--- config.mk ---
export PLATFORM = sky130hd
export DESIGN_NAME = framebuffer_ctrl
export DESIGN_NICKNAME = d
export VERILOG_FILES = /design/src/rtl/framebuffer_ctrl.sv
export SDC_FILE = /design/constraint.sdc
export NUM_CORES = 1
export LEC_CHECK = 0
export ABC_AREA = 0
export CAP_MARGIN = 20
export CORE_MARGIN = 4
export CORE_UTILIZATION = 48
export CTS_CLUSTER_DIAMETER = 120
export DETAILED_ROUTE_END_ITERATION = 8
export PLACE_DENSITY = 0.81
export SLEW_MARGIN = 20
export SYNTH_ARGS = -nofsm -noshare
export SYNTH_HDL_FRONTEND = slang
export SYNTH_SLANG_ARGS = --single-unit
--- constraint.sdc ---
create_clock -name Clk -period 4.18 [get_ports Clk]
set_input_delay 0.836 -clock Clk [delete_from_list [all_inputs] [get_ports Clk]]
set_output_delay 0.836 -clock Clk [all_outputs]
set_load 0.005 [all_outputs]
--- src/rtl/framebuffer_ctrl.sv ---
// -----------------------------------------------------------------------------
// framebuffer_ctrl
//
// Double-buffer controller for a WIDTH x HEIGHT, PIX_W-bit-per-pixel
// framebuffer held in two external single-port RAM banks (1-cycle read
// latency). The front bank (index front_sel) serves display reads; the back
// bank is first cleared to zero, then accepts pixel writes from the drawing
// engine. Once the drawer signals frame_done, the banks swap on the next
// new_frame pulse and the new back bank is cleared again.
//
// Ports
//   Clk, Reset            : system clock, asynchronous active-high reset
//   new_frame             : one-cycle vsync-aligned pulse from the output module
//   disp_x, disp_y        : display read coordinates
//   disp_pixel            : front-bank pixel for coordinates of the previous cycle
//   draw_req              : drawer write request
//   draw_x, draw_y        : drawer write coordinates
//   draw_color            : drawer write value
//   draw_ack              : combinational accept of draw_req
//   frame_done            : drawer has finished the back frame
//   back_ready            : registered, high while the back bank accepts drawing
//   front_sel             : registered index of the current front bank
//   bankN_addr/we/wdata   : RAM bank N port outputs
//   bankN_rdata           : RAM bank N read data (1-cycle latency)
// -----------------------------------------------------------------------------
module framebuffer_ctrl #(
    parameter int WIDTH  = 320,
    parameter int HEIGHT = 240,
    parameter int PIX_W  = 3
) (
    input  logic             Clk,
    input  logic             Reset,
    input  logic             new_frame,
    input  logic [8:0]       disp_x,
    input  logic [7:0]       disp_y,
    output logic [PIX_W-1:0] disp_pixel,
    input  logic             draw_req,
    input  logic [8:0]       draw_x,
    input  logic [7:0]       draw_y,
    input  logic [PIX_W-1:0] draw_color,
    output logic             draw_ack,
    input  logic             frame_done,
    output logic             back_ready,
    output logic             front_sel,
    output logic [16:0]      bank0_addr,
    output logic             bank0_we,
    output logic [PIX_W-1:0] bank0_wdata,
    input  logic [PIX_W-1:0] bank0_rdata,
    output logic [16:0]      bank1_addr,
    output logic             bank1_we,
    output logic [PIX_W-1:0] bank1_wdata,
    input  logic [PIX_W-1:0] bank1_rdata
);

    localparam int ADDR_W = 17;
    localparam logic [ADDR_W-1:0] NPIX = ADDR_W'(WIDTH * HEIGHT);

    localparam logic [1:0] S_CLEAR     = 2'd0;
    localparam logic [1:0] S_DRAW      = 2'd1;
    localparam logic [1:0] S_WAIT_SWAP = 2'd2;

    // Linear pixel address y*WIDTH + x; the default width uses shift-adds.
    function automatic logic [ADDR_W-1:0] pix_addr(input logic [8:0] x,
                                                   input logic [7:0] y);
        logic [ADDR_W-1:0] yy;
        logic [ADDR_W-1:0] xx;
        yy = {9'd0, y};
        xx = {8'd0, x};
        if (WIDTH == 320) begin
            pix_addr = (yy << 8) + (yy << 6) + xx;
        end else begin
            pix_addr = ADDR_W'(int'(y) * WIDTH) + xx;
        end
    endfunction

    logic [1:0]        state_q, state_d;
    logic [ADDR_W-1:0] clr_cnt_q, clr_cnt_d;
    logic              front_sel_q, front_sel_d;
    logic              front_sel_dly_q, front_sel_dly_d;
    logic              disp_valid_q, disp_valid_d;
    logic              back_ready_q, back_ready_d;
    logic              wr_we_q, wr_we_d;
    logic [ADDR_W-1:0] wr_addr_q, wr_addr_d;
    logic [PIX_W-1:0]  wr_data_q, wr_data_d;

    logic [ADDR_W-1:0] disp_addr;
    logic [ADDR_W-1:0] draw_addr;
    logic              draw_in_range;

    assign disp_addr     = pix_addr(disp_x, disp_y);
    assign draw_addr     = pix_addr(draw_x, draw_y);
    assign draw_in_range = (32'(draw_x) < WIDTH) && (32'(draw_y) < HEIGHT);

    always_comb begin
        state_d      = state_q;
        clr_cnt_d    = clr_cnt_q;
        front_sel_d  = front_sel_q;
        disp_valid_d = disp_valid_q;
        wr_we_d      = 1'b0;
        wr_addr_d    = wr_addr_q;
        wr_data_d    = wr_data_q;
        draw_ack     = 1'b0;

        case (state_q)
            S_CLEAR: begin
                // One clear write per cycle. The counter stops one past the
                // last address so the final clear write is on the RAM port
                // before DRAW (and draw_ack) can begin.
                if (clr_cnt_q == NPIX) begin
                    state_d = S_DRAW;
                end else begin
                    wr_we_d   = 1'b1;
                    wr_addr_d = clr_cnt_q;
                    wr_data_d = '0;
                    clr_cnt_d = clr_cnt_q + ADDR_W'(1);
                end
            end
            S_DRAW: begin
                draw_ack = draw_req;
                // Out-of-range requests are acknowledged but never written.
                if (draw_req && draw_in_range) begin
                    wr_we_d   = 1'b1;
                    wr_addr_d = draw_addr;
                    wr_data_d = draw_color;
                end
                // new_frame is deliberately not looked at here: a swap
                // needs a fresh pulse after the frame is complete.
                if (frame_done) begin
                    state_d = S_WAIT_SWAP;
                end
            end
            S_WAIT_SWAP: begin
                if (new_frame) begin
                    front_sel_d  = ~front_sel_q;
                    disp_valid_d = 1'b1;
                    clr_cnt_d    = '0;
                    state_d      = S_CLEAR;
                end
            end
            default: begin
                state_d = S_CLEAR;
            end
        endcase

        back_ready_d    = (state_d == S_DRAW);
        // Delayed bank select follows the RAM read latency, so a read issued
        // in the swap cycle is still taken from the old front bank.
        front_sel_dly_d = front_sel_q;
    end

    always_ff @(posedge Clk or posedge Reset) begin
        if (Reset) begin
            state_q         <= S_CLEAR;
            clr_cnt_q       <= '0;
            front_sel_q     <= 1'b0;
            front_sel_dly_q <= 1'b0;
            disp_valid_q    <= 1'b0;
            back_ready_q    <= 1'b0;
            wr_we_q         <= 1'b0;
            wr_addr_q       <= '0;
            wr_data_q       <= '0;
        end else begin
            state_q         <= state_d;
            clr_cnt_q       <= clr_cnt_d;
            front_sel_q     <= front_sel_d;
            front_sel_dly_q <= front_sel_dly_d;
            disp_valid_q    <= disp_valid_d;
            back_ready_q    <= back_ready_d;
            wr_we_q         <= wr_we_d;
            wr_addr_q       <= wr_addr_d;
            wr_data_q       <= wr_data_d;
        end
    end

    assign front_sel  = front_sel_q;
    assign back_ready = back_ready_q;

    // Front bank gets the display address and never writes; back bank is
    // driven from the write pipeline register.
    always_comb begin
        bank0_wdata = wr_data_q;
        bank1_wdata = wr_data_q;
        if (front_sel_q) begin
            bank0_addr = wr_addr_q;
            bank0_we   = wr_we_q;
            bank1_addr = disp_addr;
            bank1_we   = 1'b0;
        end else begin
            bank0_addr = disp_addr;
            bank0_we   = 1'b0;
            bank1_addr = wr_addr_q;
            bank1_we   = wr_we_q;
        end
    end

    always_comb begin
        disp_pixel = '0;
        if (disp_valid_q) begin
            disp_pixel = front_sel_dly_q ? bank1_rdata : bank0_rdata;
        end
    end

endmodule

==> flow_summary.toml <==
[worst_setup_path]
path_cells = "clkdlybuf4s50_1, ha_1, ha_1, fa_2, a21o_1, a21oi_2, buf_4, o21ai_4, xnor2_2, o21ai_1, buf_2"
crit_arrival_ns = 3.21
critPathKind = "in -> out"
cpLargestDelayFamily = "adder cells"
crit_fanout = 3
crit_slowest_cell = "clkdlybuf4s50_1"
cpMostUsedCell = "ha_1"
crit_buf_inv = 3
crit_required_ns = 3.34
end_kind = "output pin"
slowest_delay_ns = 0.50
startpoint_type = "input pin"

[logic_synthesis]
synth_edf_count = 0
synth.avg_cell_area_sq_um = 8.93
yosysSeqAreaShare_pct = 31.1
synthTopCellsByArea = "dfrtp_1 31%, ha_1 11%, mux2_2 7.6%, nand2_1 4.7%, nor2_1 3.4%"
async_reset_ff_share_pct = 100
syn_area_sq_mm = 0.00355
yosys.area.top_type = "dfrtp_1"
yosys.area.top_type_share_pct = 31.1
synth-seq-cells = 44
synth_nets = 481
synth_warnings = 0
ys.flop_type = "dfrtp_1"
netlist_instances = 397
yosysUniqueCellTypes = 59

[power]
comb_power_share_pct = 46.7
powerDensity_mw_per_mm2 = 401
p_seq_share_pct = 36.0
p_int_mw = 1.24
swShare_pct = 35.7
vdd_ir_drop_max_mv = 0.216
p_leak_nw = 2.19
clockPowerShare_pct = 17.3
power_switching_mw = 0.691
power.total_mw = 1.93

[clock_tree]
hold_buffers = 0
clock_latency_ns = 0.30
tritoncts = "built"
cts_sinks = 44
cts_max_path_buffers = 2
cts_root_buffer = "clkbuf_8"
cts_buffers = 5
htree_levels = 2
path_clk_slew_ns = 0.09

[sta]
post-route-min-period_ns = 4.05
relSlewSlack_pct = 47.8
clock_skew_ns = 0.00736
setup-tns-final_ns = 0
finalMaxSlewViolations = 0
setup_viol = 0
worst_pin_slew_ns = 0.783
hold-worst-slack_ns = 0.502
fin_crit_sh_pct = 96.9
fmax_mhz = 247
hold_violations = 0

[grt]
grt_pass1_wl_mm = 15.3
grt_start_max_net_pins = 45
grt_pass1_vias = 3191
track_usage_pct = 21.5
grt_overflow = 0
antenna_found_initial = 0

[route]
routed_wl_mm = 9.40
vias_per_cell = 5.49
drcViolationCount = 0
wire_per_inst_um = 15.6
ant_nets = 0
drt_iter0_drc = 242
dr.pass1.iters = 4
vias = 3307

[die]
num_rows = 31
start_util_pct = 49.2
die_w_um = 94.0
io_pins = 96
dieHeight_um = 94.0
core_area_sq_mm = 0.00721
dieArea_sq_mm = 0.00883

[cells_and_area]
syn2layout_area_growth_pct = 36.0
diodes = 0
drive_gt1_share_pct = 16.7
fin_util_pct = 66.8
nets = 586

[placement]
gp_congestion = 0.904
numPortBuffers = 95
dp_hpwl_mm = 7.41

[status]
outcome = "complete, no violations"

[flow_run]
maxCapViolations = 0

[min_path]
hold_class = "reg -> reg"
## registers in the layout, indices dropped and copies added, names as in the netlist
register	flops
clr_cnt_q	17
wr_addr_q	17
bank0_wdata	3
state_q	2
front_sel_dly_q	1
back_ready	1
disp_valid_q	1
front_sel	1
wr_we_q	1
## layout by cell type (no fill, tap or decap), types with 4 or more instances in the layout
master,netlist,final
clkdlybuf4s50_1,0,80
a211oi_1,5,5
nor2_1,32,32
a21oi_2,1,4
nor3_1,7,7
o21ai_0,23,19
a31oi_1,8,8
buf_4,4,21
ha_1,32,31
clkbuf_8,0,5
or3_1,4,4
nand4_1,5,5
dfrtp_1,44,44
inv_1,26,24
a21o_1,5,5
xnor2_1,12,11
nand2_1,44,44
mux2_2,24,24
xor2_1,10,10
mux2i_1,9,9
clkdlybuf4s15_1,0,4
nand3_1,12,12
a21oi_1,17,14
nor2b_1,6,5
## tightest hold or removal path: stages, from the launching register on
cell	delay, ns
dfrtp_1	0.37
nand2_1	0.05
nand2_1	0.05
## timing repair
action | in CTS | in global routing
buffers inserted | 4 | 0
resized for setup | 37 | 13
gates cloned | 0 | 0
endpoints found under the setup margin | 16 | 16
pin swaps | 8 | 9
## final cells by class
class | count | area [sq um]
multi-input cells | 308 | 2300
flip-flops and latches | 44 | 1100
clock buffers | 5 | 68.8
fillers | 562 | 2390
repair buffers | 116 | 1080
inverters | 27 | 101
well taps | 99 | 124
clock inverters | 3 | 46.3
## final timing paths
check,from,end,slack (ns),cells past startpoint
min in group asynchronous,Reset,wr_addr_q[2],0.97,3
min reg2reg,bank0_wdata[2],bank0_wdata[2],0.50,2
min,bank0_wdata[2],bank0_wdata[2],0.50,2
max,disp_y[1],bank0_addr[13],0.13,11
max reg2reg,clr_cnt_q[0],wr_addr_q[14],1.95,9
max in group asynchronous,Reset,wr_addr_q[14],2.83,3
## cell usage after synthesis, drive strengths merged (5+ instances only)
master	n
nor2b	6
a211oi	5
nor3	7
nand4	6
xor2	10
buf	13
nand3	13
nor2	33
dfrtp	44
inv	27
mux2	24
ha	32
o21ai	24
a21oi	18
nand2	44
xnor2	12
mux2i	9
clkbuf	5
a31oi	8
a21o	5
## per-stage QoR
step	cell area, sq um	std cells	worst slack (ns)
floorplan	3550	397	0.591
global placement	4650	590	-0.495
detailed placement	4650	590	-0.549
CTS	4810	602	-0.0269
global route	4820	602	-0.00110
finish	4820	602	0.129
## power groups by stage
stage               Clock [mW]  Sequential (mW)  Combinational, mW
finish                   0.334            0.696              0.902
global placement             0            0.691              0.873
global route             0.354            0.714              0.998
floorplan                    0            0.633              0.514
CTS                      0.342            0.691              0.904
detailed placement           0            0.699              0.904
## layer usage
metal / vias to the layer above / wire (um) / global-route usage, %
met2: 124 / 4470 / 36.7
met1: 1557 / 4120 / 28.1
met3: 20 / 610 / 3.69
met5: - / 0 / 0
met4: 0 / 198 / 5.78
li1: 1606 / - / -
## kinds of logic after synthesis
logic type                 after synthesis  synth area share [%]
and+or+nand+nor                        138                  20.3
AOI/OAI and AO/OA                       79                  14.0
buffers and inverters                   45                  5.54
DFF                                     44                  31.1
adders and majority gates               36                  13.5
muxes                                   33                  10.2
xor gates and xnor gates                22                  5.43
No activity file was read; power rests on OpenSTA's default activity.
==> patch 1: new RTL, same settings <==
Set the parameter `PIX_W` to 6 (it was 3).
--- a/src/rtl/framebuffer_ctrl.sv
+++ b/src/rtl/framebuffer_ctrl.sv
@@ -28,3 +28,3 @@
     parameter int HEIGHT = 240,
-    parameter int PIX_W  = 3
+    parameter int PIX_W  = 6
 ) (
Interface: changed (6 resized); port bits go from 96 to 114. The function was not compared with the original's and may differ.
==> patch 1 against the original RTL <==
Sequential cell count rose by 3; cell count rose by 6.1%; final area rose by 6.8%; setup slack got worse by 9.3 ps; register-to-register slack got worse by 700 ps; routed wire length rose by 7.9%; combinational power rose by 5.0%; via count rose by 4.6%; total power rose by 3.7%; maximum frequency fell by 0.23%; synthesized area rose by 5.8%.
==> patch 1: results (changes against the original RTL) <==
Cells and area
  – # fillers: 575 (+2.3%)
  – Design Area, Final: 5150 sq um (+6.8%)
  – Layout cells sized above 1: 13.7% (-3.0 points)

Drt
  – Routed via count: 3459 (+4.6%)
  – Metal-1 WL: 4330 um (+4.9%)
  – Vias per inst: 5.41 (-1.5%)
  – DR iter-0 viols: 157 (-35%)
  – Met2 wire length: 4920 um (+10%)

Pwr
  – Leakage power: 2.37 nW (+8.5%)
  – Power share of the clock group: 16.3% (-1.0 points)
  – Max VDD drop: 220 uV (+1.9%)
  – Sw Pwr: 0.000698 W (+1.1%)
  – P_comb: 0.000947 W (+5.0%)

Worst setup path
  – Crit Path Max Fanout: 2 (-1)
  – Worst Path Arrival: 3220 ps (about the same)
  – Largest delay share family, worst path: buffers and inverters

Logic synthesis
  – Synth cell types: 55 (-6.8%)
  – Mapped Nets: 518 (+7.7%)
  – Synth top cells by count: nand2_1, dfrtp_1, nor2_1
  – Cells after Synth: 425 (+7.1%)

Global routing
  – First-pass GRT wire length: 16000 um (+5.0%)
  – Grt met2 use: 36.6% (-0.094 points)
  – Vias in the first global route: 3386 (+6.1%)
  – GR met3 Demand/Resource: 4.26% (+0.57 points)
  – Largest net degree at the start of global routing: 48 (+6.7%)

Placed design
  – Final GP Congestion: 0.893 (-1.3%)
  – IO buf count: 113 (+19%)

STA
  – Slew HR: 50.4% (+2.6 points)

Status
  – Status: finished, final reports clean
-- patch 1: cell types whose count changed in the layout (fill, tap and decap cells not counted), sizes merged, moves of 4 or more --
cell	change
a211oi	-4
nand2	+17
a21oi	-5
mux2i	+9
xor2	-6
clkdlybuf4s50	+18
-- patch 1: what timing repair did --
action                     CTS  global route
pin swaps                   11             4
setup endpoints to repair   16            11
gates resized for setup     39            10
gates cloned                 0             0
setup buffers                3             0
-- patch 1: cell families (layout without fill, tap and decap cells) --
group / after synthesis / count (layout) / share of synthesized area (%)
AND/OR/NAND/NOR: 161 / 161 / 21.1
AO/OA/AOI/OAI: 70 / 70 / 12.1
buffers and inverters: 50 / 165 / 6.17
flip-flops: 47 / 47 / 31.4
multiplexers: 42 / 42 / 12.0
adder cells (fa/ha/maj): 36 / 36 / 12.8
XOR/XNOR: 19 / 19 / 4.44
-- patch 1: final timing paths --
check	startpoint	end	slack [ps]	depth (start not counted)
setup / recovery	disp_y[1]	bank1_addr[9]	120	8
hold / removal	bank0_wdata[3]$_DFFE_PP0P_	bank0_wdata[3]$_DFFE_PP0P_	500	2
setup reg to reg	clr_cnt_q[0]$_DFFE_PP0P_	wr_addr_q[14]$_DFFE_PP0P_	1250	8
hold reg to reg	bank0_wdata[3]$_DFFE_PP0P_	bank0_wdata[3]$_DFFE_PP0P_	500	2
max in group asynchronous	Reset	wr_addr_q[14]$_DFFE_PP0P_	2930	3
min in group asynchronous	Reset	state_q[1]$_DFF_PP0_	770	2
-- patch 1: final cells by class --
type | count | share of cell area (%)
Sequential cell | 47 | 22.8
Tap cell | 99 | 2.41
Multi-Input combinational cell | 328 | 46.4
Inverter | 26 | 1.90
Timing Repair Buffer | 132 | 24.4
Clock buffer | 5 | 1.34
Clock inverter | 2 | 0.729
==> patch 2: new RTL, config.mk and constraints unchanged <==
Made on the original files. Reset style: synchronous (`Reset`), changed in one clocked block. Comments in the files are not updated.
--- a/src/rtl/framebuffer_ctrl.sv
+++ b/src/rtl/framebuffer_ctrl.sv
@@ -150,3 +150,3 @@
 
-    always_ff @(posedge Clk or posedge Reset) begin
+    always_ff @(posedge Clk) begin
         if (Reset) begin
Check against the original RTL: differs if Reset is asserted again (counterexample within 4 cycles, from zero or initial values and one cycle with Reset high); with Reset held inactive, the same outputs for 10 cycles.
==> patch 2 against the original RTL <==
Routed wire length rose by 2.8%; die area rose by 1.1%; synthesized area grew 1.2%; setup slack worse by 26 ps; final area fell by 0.65%; sequential cell count unchanged; maximum frequency is 0.64% lower; critical endpoint is now bank1_addr[13]; largest cell class unchanged.
Power is not compared: it rests on default switching activity, and its combinational part moved more than twofold at a synthesized area within 25%.
==> patch 2: results (changes against the original RTL) <==
Global routing
  – Largest net degree at the start of global routing: 40 (-11%)
  – Total track usage: 21.5% (-0.042 points)
  – Antenna violations before repair: 0 (unchanged)
  – First-pass GRT wire length: 15600 um (+2.4%)
  – Total gr overflow: 0 (unchanged)
  – Vias in the first global route: 3451 (+8.1%)

Clock tree
  – Reg clk slew, reported paths: 80 ps
  – # H-tree levels: 2 (unchanged)
  – CTS Buf Count: 5 (unchanged)
  – Clock root cell: clkbuf_8
  – Latest clock arrival within the worst-skew pair: 300 ps (about the same)
  – CTS Buffer Depth: 2 (unchanged)
  – Hold_buf cts: 0 (unchanged)

Logic synthesis
  – Synth cell types: 57 (-3.4%)
  – Post-synth top flop: dfxtp_1
  – Synth Area in Compound Gates: 19.0% (+5.0 points)
  – Ys Warns: 0 (unchanged)
  – Xor/xnor share of the synthesized area: 5.12% (-0.31 points)
  – Sequential fraction of the synthesis area: 24.5% (-6.5 points)
  – EDFF count, synth: 0 (unchanged)
  – Synth top cells by count: nor2_1, nand2_1, dfxtp_1
  – Top cells by area, synth: dfxtp_1, ha_1, mux2_2
  – Ys async rst share: 0% (-100 points)
  – Mapped Nets: 511 (+6.2%)
  – Post-synthesis mux area share: 8.82% (-1.3 points)
  – Fraction of the mapped netlist area in adder cells: 13.4% (-0.17 points)

STA
  – Slew HR: 40.9% (-6.9 points)
  – Clock Skews: 8.51 ps (+1.15 ps)

Drt
  – Post-DR wirelength/cell: 15.6 um (about the same)
  – Met2 wire length: 4900 um (+9.7%)
  – Routed via count: 3454 (+4.4%)
  – Max layer used: met4
  – First drt pass iteration count: 4 (unchanged)
  – Met3 WL: 646 um (+5.9%)
  – DR iter-0 viols: 158 (-35%)
  – Metal-1 WL: 3980 um (-3.6%)

Placed design
  – Dpl hpwl: 7470 um (+0.90%)
  – Final GP Congestion: 0.887 (-1.8%)
  – IO buf count: 95 (unchanged)
  – Placed cell areas: 4620 sq um (-0.81%)

Worst setup path
  – R2R cell count: 8 (-1)
  – Worst Path Arrival: 3240 ps (+30 ps)
  – Crit Path Max Fanout: 2 (-1)

Pwr
  – Max VDD drop: 148 uV
  – Leakage power: 2.01 nW

Cells and area
  – Final net count: 604 (+3.1%)
  – Antenna fix cells: 0 (unchanged)
  – Layout cells sized above 1: 16.0% (-0.74 points)

Status
  – Status: finished, final reports clean

Min path
  – Worst hold path type: reg -> reg
  – Worst hold path depth: 2 (unchanged)
[patch 2: cell types whose count changed in the layout (fill, tap and decap cells not counted), sizes merged, moves of 5 or more]
cell,delta
a31oi,-7
nand2,+5
dlygate4sd2,+6
nor2,+19
o21ai,-8
a311oi,+12
inv,-5
dfxtp,+44
buf,-6
dfrtp,-44
[patch 2: critical path: stages]
cell and delay, ps:
clkdlybuf4s50_1 530, ha_4 230, ha_4 160, fa_2 390, a21o_1 210, a32oi_2 220
nand2b_1 130, xnor2_2 160, buf_4 140, o21ai_2 110, buf_2 130
[patch 2: timing repair]
| action | CTS | global route |
|---|---|---|
| setup endpoints to repair | 14 | 13 |
| pin swaps | 6 | 9 |
| hold endpoints to repair | 0 | 0 |
| gates resized for setup | 35 | 10 |
| setup buffers | 3 | 1 |
[patch 2: final timing paths]
check                                                 from                         end  slack (ps)
worst max-delay path                             disp_y[1]              bank1_addr[13]         100
worst min-delay path            wr_addr_q[14]$_SDFFE_PP0P_  wr_addr_q[14]$_SDFFE_PP0P_         530
worst max register to register   clr_cnt_q[0]$_SDFFE_PP0P_   wr_addr_q[7]$_SDFFE_PP0P_        2060
worst min register to register  wr_addr_q[14]$_SDFFE_PP0P_  wr_addr_q[14]$_SDFFE_PP0P_         530
[patch 2: routing by layer]
| metal | global-route usage [%] | vias to the layer above |
|---|---|---|
| met4 | 5.53 | 0 |
| met5 | 0 | - |
| met1 | 25.4 | 1638 |
| met2 | 39.4 | 91 |
| met3 | 4.30 | 12 |
| li1 | - | 1713 |
[patch 2: cell type report]
class / count / area [sq um]
tap: 99 / 124
timing repair buffer: 111 / 1060
clock inverter: 2 / 12.5
inverter: 23 / 86.3
multi-input combinational: 335 / 2560
clock buffer: 5 / 68.8
sequential: 44 / 881
fill: 604 / 2460
[patch 2: power breakdown]
| group | internal, W | switching, W | total, W | leakage, nW |
|---|---|---|---|---|
| registers | 0.000423 | 0.00000540 | 0.000429 | 0.356 |
| logic | 0.000191 | 0.000160 | 0.000351 | 1.61 |
| clock network | 0.000113 | 0.000145 | 0.000258 | 0.0400 |
| total | 0.000727 | 0.000311 | 0.00104 | 2.01 |
[patch 2: metrics by stage]
| stage | power [W] | worst slack, ps | instances | utilization, % | TNS [ps] |
|---|---|---|---|---|---|
| 2_1_floorplan | 0.000609 | 642 | 427 | - | 0 |
| 3_3_place_gp | 0.000760 | -412 | 608 | 63.6 | -3900 |
| 3_5_place_dp | 0.000770 | -481 | 608 | 63.6 | -4610 |
| 4_1_cts | 0.00103 | -10.9 | 618 | 65.3 | -18.6 |
| 5_1_grt | 0.00110 | 1.65 | 619 | 66.0 | 0 |
| 6_report | 0.00104 | 103 | 619 | 66.0 | 0 |
